[src/rtl/falling_sand_pkg.sv]
// Shared types and constants for the falling-sand game-state datapath.
package falling_sand_pkg;

  localparam int DEFAULT_ADDR_WIDTH = 19;

  typedef enum logic [1:0] {
    OWNER_IDLE = 2'b00,
    OWNER_SIM  = 2'b01,
    OWNER_DRAW = 2'b10
  } owner_t;

endpackage

[src/rtl/game_state_ram_write_arbiter.sv]
// Arbitrates the game-state RAM write port between the sim sequencer and the
// mouse pixel drawer: draw priority with a burst limit, same-address merge.
module game_state_ram_write_arbiter
  import falling_sand_pkg::*;
#(
  parameter int ADDR_WIDTH = DEFAULT_ADDR_WIDTH,
  parameter int DATA_WIDTH = 1,
  parameter int DRAW_BURST = 4
) (
  input  logic                  clk_i,
  input  logic                  reset_i,
  input  logic                  sim_wr_req_i,
  input  logic [ADDR_WIDTH-1:0] sim_wr_address_i,
  input  logic [DATA_WIDTH-1:0] sim_wr_data_i,
  output logic                  sim_wr_gnt_o,
  input  logic                  draw_wr_req_i,
  input  logic [ADDR_WIDTH-1:0] draw_wr_address_i,
  input  logic [DATA_WIDTH-1:0] draw_wr_data_i,
  output logic                  draw_wr_gnt_o,
  output logic                  ram_wr_en_o,
  output logic [ADDR_WIDTH-1:0] ram_wr_address_o,
  output logic [DATA_WIDTH-1:0] ram_wr_data_o,
  output logic [1:0]            owner_o,
  output logic                  sim_drop_o
);

  owner_t     owner;
  owner_t     owner_next;
  logic [7:0] burst_cnt;
  logic       merge;

  assign owner_o = owner;

  // Grants are held low while reset is asserted so every output reads 0.
  always_comb begin
    sim_wr_gnt_o  = 1'b0;
    draw_wr_gnt_o = 1'b0;
    owner_next    = OWNER_IDLE;
    merge         = 1'b0;
    if (reset_i) begin
      if (sim_wr_req_i && draw_wr_req_i) begin
        if (sim_wr_address_i == draw_wr_address_i) begin
          sim_wr_gnt_o  = 1'b1;
          draw_wr_gnt_o = 1'b1;
          merge         = 1'b1;
          owner_next    = OWNER_DRAW;
        end else if (burst_cnt >= 8'(DRAW_BURST)) begin
          sim_wr_gnt_o = 1'b1;
          owner_next   = OWNER_SIM;
        end else begin
          draw_wr_gnt_o = 1'b1;
          owner_next    = OWNER_DRAW;
        end
      end else if (sim_wr_req_i) begin
        sim_wr_gnt_o = 1'b1;
        owner_next   = OWNER_SIM;
      end else if (draw_wr_req_i) begin
        draw_wr_gnt_o = 1'b1;
        owner_next    = OWNER_DRAW;
      end
    end
  end

  always_ff @(posedge clk_i or negedge reset_i) begin
    if (!reset_i) begin
      owner            <= OWNER_IDLE;
      burst_cnt        <= '0;
      ram_wr_en_o      <= 1'b0;
      ram_wr_address_o <= '0;
      ram_wr_data_o    <= '0;
      sim_drop_o       <= 1'b0;
    end else begin
      owner       <= owner_next;
      sim_drop_o  <= merge;
      ram_wr_en_o <= sim_wr_gnt_o | draw_wr_gnt_o;
      // On a merge the draw pixel wins the cell.
      if (draw_wr_gnt_o) begin
        ram_wr_address_o <= draw_wr_address_i;
        ram_wr_data_o    <= draw_wr_data_i;
      end else if (sim_wr_gnt_o) begin
        ram_wr_address_o <= sim_wr_address_i;
        ram_wr_data_o    <= sim_wr_data_i;
      end
      if (!sim_wr_req_i || sim_wr_gnt_o) begin
        burst_cnt <= '0;
      end else if (draw_wr_gnt_o) begin
        burst_cnt <= burst_cnt + 8'd1;
      end
    end
  end

endmodule

[config.mk]
export PLATFORM = sky130hd
export DESIGN_NAME = game_state_ram_write_arbiter
export DESIGN_NICKNAME = d
export VERILOG_FILES = /design/src/rtl/falling_sand_pkg.sv /design/src/rtl/game_state_ram_write_arbiter.sv
export SDC_FILE = /design/constraint.sdc
export NUM_CORES = 1
export LEC_CHECK = 0
export CAP_MARGIN = 20
export CORE_MARGIN = 3
export CORE_UTILIZATION = 46
export DETAILED_ROUTE_END_ITERATION = 10
export PLACE_DENSITY = 0.85
export SYNTH_ARGS = -nofsm -noshare
export SYNTH_HDL_FRONTEND = slang
export SYNTH_SLANG_ARGS = --single-unit
[constraint.sdc]
create_clock -name clk_i -period 7.1 [get_ports clk_i]
set_input_delay 1.775 -clock clk_i [delete_from_list [all_inputs] [get_ports clk_i]]
set_output_delay 1.775 -clock clk_i [all_outputs]
set_load 0.05 [all_outputs]
# [Yosys cells after proc, flatten, opt, wreduce, memory -nomap -nowiden]
# Index checks and enable logic that the tools add are counted.
[word_totals] register_bits=32 input_bits=44 out_inout_bits=26 wordCells=41
[op_classes] n_addsub=1 order_cmp=1 n_eq_ne=1 n_mux=26 bitwise_logic=1 n_reduce_logical=5
[op_table] op="$mux 19" n=2
[op_table] op="$eq 19x19->1" n=1
[op_table] op="$mux 1" n=16
[op_table] op="$mux 8" n=2
[op_table] op="$mux 2" n=6
[op_table] op="$add 8x1->8 const B" n=1
[op_table] op="$ge 8x3->1 const B" n=1
[op_table] op="$reduce_bool 2->1" n=2
[op_table] op="$logic_and 1x1->1" n=1
[op_table] op="$logic_not 1->1" n=1
[op_table] op="$logic_or 1x1->1" n=1
[op_table] op="$or 1x1->1" n=1

# [Logic depth before layout (Yosys ltp)]
[depth] depth_word=7 mapped_depth=7 depth_no_buf=6

# [Least setup slack after synthesis]
# OpenSTA, ideal clock, no wires.
[synth_path] path_kind="in2out" from="input draw_wr_address_i[4]" to="output sim_wr_gnt_o" arrival_time_ns=3.417 t_required_ns=5.325 path_slack_ns=1.908 stages=5 n_path_buf=0 cell_sequence="xor2_1 -> nor4_1 -> nand4_1 -> or2_4 -> a31oi_1"
[synth_via] elab_chain_len=4
[synth_lines] element="from (decl)" line_no="game_state_ram_write_arbiter.sv:17" text="input logic [ADDR_WIDTH-1:0] draw_wr_address_i,"
[synth_lines] element="$eq 19x19->1" line_no="game_state_ram_write_arbiter.sv:42" text="if (sim_wr_address_i == draw_wr_address_i) begin"
[synth_lines] element="$mux 1" line_no="game_state_ram_write_arbiter.sv:42"
[synth_lines] element="$mux 1" line_no="game_state_ram_write_arbiter.sv:41" text="if (sim_wr_req_i && draw_wr_req_i) begin"
[synth_lines] element="$mux 1" line_no="game_state_ram_write_arbiter.sv:40" text="if (reset_i) begin"
[synth_lines] element="to (decl)" line_no="game_state_ram_write_arbiter.sv:15" text="output logic sim_wr_gnt_o,"
# No other way between the ends.

# [Worst setup path in the final report]
[layout_path] from="input draw_wr_address_i[8]" to="output draw_wr_gnt_o"
[layout_via] elab_chain_len=4
[layout_lines] element="$eq 19x19->1" line_no="game_state_ram_write_arbiter.sv:42"
[layout_lines] element="$mux 1" line_no="game_state_ram_write_arbiter.sv:42"
[layout_lines] element="$mux 1" line_no="game_state_ram_write_arbiter.sv:41"
[layout_lines] element="$mux 1" line_no="game_state_ram_write_arbiter.sv:40"
[layout_lines] element="to (decl)" line_no="game_state_ram_write_arbiter.sv:19" text="output logic draw_wr_gnt_o,"
# No other way between the ends.

==> Flow_metrics.wiki <==
{| class="wikitable"
! Metric !! Value
|-
| Outcome || finished clean
|-
| Power density relative to cell area || 193 nW/um^2
|-
| Maximum clock skew at final layout || 0.00684 ns
|-
| Rows || 21
|-
| Quantity of hold-fixing buffers added after cts || 0
|-
| 1st-iter DRT viols || 121
|-
| Post-route DRC || 0
|-
| Clock edge transition at the registers on the reported setup and hold paths || 0.09 ns
|-
| EDFF count, synth || 0
|-
| Placer Congestion || 0.915
|-
| Overall die width || 66.4 um
|-
| Largest net degree at the start of global routing || 35
|-
| Starting utilization of the core area || 0.492
|-
| Cell area after synthesis || 1680 um^2
|-
| Area taken by multi-input logic gates || 813 um^2
|-
| Mapped Cells || 153
|-
| Final clock period utilization by the worst path || 0.866
|-
| Classification of the worst-slack hold path || flip-flop to flip-flop
|-
| CP startpoint kind || primary input
|-
| Setup repair after global routing missed its margin || false
|-
| Main flop type after synthesis || sky130_fd_sc_hd__dfrtp_1
|-
| Half-perimeter wire length after detailed placement || 3390 um
|-
| Root Buffer || sky130_fd_sc_hd__clkbuf_4
|-
| Number of library cell types mapped by synthesis || 28
|-
| Via count of the first global-routing pass || 1542
|-
| Hold path depth || 2
|-
| Largest voltage drop on the vdd net || 0.114 mV
|-
| Clk Latency, worst-skew pair || 0.32 ns
|-
| Final Worst Setup Slack || 0.954 ns
|-
| WL per Instance || 16.2 um
|-
| Number of buffers inserted during clock tree synthesis || 5
|-
| Die H || 66.4 um
|-
| Clock tree from TritonCTS || built
|-
| Final Routed Wirelength || 4400 um
|-
| Area of the core region || 3420 um^2
|-
| Post_cts resized || 0
|-
| Cells taking the most area after synthesis || sky130_fd_sc_hd__dfrtp_1 48%, sky130_fd_sc_hd__a221o_1 11%, sky130_fd_sc_hd__xor2_1 10%, sky130_fd_sc_hd__and2_1 7.4%, sky130_fd_sc_hd__nand3_1 1.8%
|-
| Headroom to the max-slew limit || 0.443
|-
| Layout cells sized above 1 || 0.0622
|-
| Worst path required time || 5.33 ns
|-
| Antenna violations before repair || 0
|-
| Measured slew at the worst slew-check pin || 0.836 ns
|-
| Post-DRT Antenna Nets || 0
|-
| Reg2Reg Setup Slack || 5.06 ns
|-
| Number of antenna diodes || 0
|-
| Area leader, netlist || sky130_fd_sc_hd__dfrtp_1
|-
| Critical register-to-register path endpoint || ram_wr_address_o[16]
|-
| Setup violators final || 0
|-
| Total via count in the routed design || 1497
|-
| Sequence of cells on the critical path || clkdlybuf4s50_1 > xor2_1 > nor4_1 > nand4_1 > or2_4 > a31oi_4 > clkdlybuf4s50_1
|-
| Slowest cell on the critical path || sky130_fd_sc_hd__clkdlybuf4s50_1
|-
| Most Frequent Cell on Critical Path || sky130_fd_sc_hd__clkdlybuf4s50_1
|-
| Detailed-routing iteration count for the pre-antenna-repair pass || 4
|-
| Full die area || 4410 um^2
|-
| Critical path class || primary input to primary output
|-
| Sequential-to-total area share from yosys stat || 0.477
|-
| Final layout net count || 271
|-
| Final count of pins violating max slew || 0
|-
| Leftover overflow at the end of global routing || 0
|-
| Worst R2R Start || burst_cnt[4]
|-
| Post-Syn Nets || 199
|-
| Startpoint of the worst hold path || burst_cnt[3]
|-
| Number of port buffers || 69
|-
| Tmin final || 6.15 ns
|-
| Via density per instance || 5.52
|-
| Pre-CTS setup slack || 0.995 ns
|-
| Maximum clock rate || 163 MHz
|-
| Share of Yosys cell area claimed by the top area cell type || 0.477
|-
| Register bit total from synthesis || 32
|-
| Number of buffers on the longest clock path || 2
|-
| Critical path arrival || 4.37 ns
|-
| Number of max-cap violations || 0
|-
| Critical path endpoint category || primary output
|-
| Sinks on the clock net || 32
|-
| Leak || 1.02 nW
|-
| Area growth from synthesis to final layout || 45.9%
|-
| Aggregate negative setup slack || 0 ns
|-
| Fillers || 260
|-
| Proportion of register bits with asynchronous set or reset after synthesis || 1.00
|-
| Min-Delay Endpoint || burst_cnt[3]
|-
| Level count of the clock H-tree || 2
|-
| Mapped Avg Cell Area || 11.0 um^2
|-
| Largest fanout of any net on the critical path || 5
|-
| Number of ports placed on the die boundary || 70
|-
| Yosys synthesis warning count || 0
|-
| Number of setup buffers added after CTS || 0
|-
| Gr usage total || 0.219
|-
| Register-to-Register Path Depth || 6
|-
| Peak per-stage delay on the critical path || 0.85 ns
|-
| Final Hold Vio Count || 0
|-
| Global-route wire length before repair || 7250 um
|-
| FF+latch area || 801 um^2
|}
worst max-delay path by stage:
stage	start	to	slack, ns	cells past startpoint
floorplan	draw_wr_address_i[4]	sim_wr_gnt_o	1.91	5
detailed placement	draw_wr_address_i[8]	draw_wr_gnt_o	1.0	7
finish	draw_wr_address_i[8]	draw_wr_gnt_o	0.95	7
CTS	draw_wr_address_i[8]	draw_wr_gnt_o	0.98	7
global placement	draw_wr_address_i[4]	draw_wr_gnt_o	0.99	7
global route	draw_wr_address_i[8]	draw_wr_gnt_o	0.90	7
power breakdown:
| part | leakage (nW) | internal (mW) | switching (mW) |
|---|---|---|---|
| combinational | 0.584 | 0.0724 | 0.0992 |
| clock | 0.0281 | 0.0364 | 0.0567 |
| sequential | 0.410 | 0.198 | 0.00955 |
| total | 1.02 | 0.307 | 0.165 |
cell usage after synthesis (2+ instances only):
master and n:
sky130_fd_sc_hd__dfrtp_1 32, sky130_fd_sc_hd__and2_1 20, sky130_fd_sc_hd__xor2_1 20, sky130_fd_sc_hd__a221o_1 19, sky130_fd_sc_hd__nand3_1 6, sky130_fd_sc_hd__inv_1 5, sky130_fd_sc_hd__nand2_1 5, sky130_fd_sc_hd__nor2_1 5
sky130_fd_sc_hd__a211oi_1 4, sky130_fd_sc_hd__clkbuf_1 4, sky130_fd_sc_hd__nand4_1 4, sky130_fd_sc_hd__nor4_1 4, sky130_fd_sc_hd__and3_1 3, sky130_fd_sc_hd__xnor2_1 3, sky130_fd_sc_hd__a31oi_1 2, sky130_fd_sc_hd__buf_2 2
sky130_fd_sc_hd__buf_6 2, sky130_fd_sc_hd__ha_1 2, sky130_fd_sc_hd__o22ai_1 2
layout by cell type (no fill, tap or decap), drive strengths merged:
master and instances:
nand4 4, nand2b 1, o32ai 1, nand3 6, clkinv 1, o22ai 2
clkbuf 6, a31oi 3, a21oi 1, nand2 5, ha 2, a211oi 4
nand4b 1, buf 5, nor4 4, xor2 20, inv 5, a221o 20
nor2 5, and2 20, o21ai 2, clkdlybuf4s50 68, dfrtp 32, and3 3
or2 1, xnor2 3
metal layers:
metal | global-route usage | vias to the layer above | share of wire
li1 | - | 712 | -
met1 | 0.306 | 709 | 0.44
met2 | 0.327 | 69 | 0.47
met3 | 0.0578 | 7 | 0.076
met5 | 0 | - | 0
met4 | 0.0761 | 0 | 0.015
cell type report:
type / count / share of cell area
Multi-Input combinational cell: 108 / 0.332
Sequential cell: 32 / 0.327
Timing Repair Buffer: 73 / 0.292
Tap cell: 46 / 0.0235
Clock buffer: 6 / 0.0168
Inverter: 5 / 0.00765
Clock inverter: 1 / 0.00204
per-stage QoR:
stage	cells	hold slack (ns)	area, um^2	util	total power, mW
5_1_grt	271	0.559	2450	0.718	0.496
3_3_place_gp	263	0.499	2400	0.702	0.380
3_5_place_dp	263	0.506	2400	0.702	0.382
6_report	271	0.522	2450	0.718	0.473
2_1_floorplan	153	0.484	1680	-	0.307
4_1_cts	270	0.522	2440	0.716	0.476
cells by family after synthesis:
| logic type | count (synthesis) | share of synthesized area |
|---|---|---|
| flip-flops | 32 | 0.477 |
| buffers and inverters | 13 | 0.0395 |
| AND/OR/NAND/NOR | 50 | 0.170 |
| adder cells (fa/ha/maj) | 2 | 0.0149 |
| AO/OA/AOI/OAI | 33 | 0.179 |
| XOR/XNOR | 23 | 0.120 |
state kept, by name, indices dropped and copies added (netlist names):
| register | flops |
|---|---|
| burst_cnt | 8 |
| ram_wr_address_o | 19 |
| ram_wr_data_o | 1 |
| sim_drop_o | 1 |
| ram_wr_en_o | 1 |
| owner_o | 2 |
critical path: cells and delay by family:
kind	cells	cell delay, ns
buf+inv	2	1.29
compound gates	1	0.20
simple gates	3	0.93
xor+xnor	1	0.18
Power figures use the tool's default switching activity.
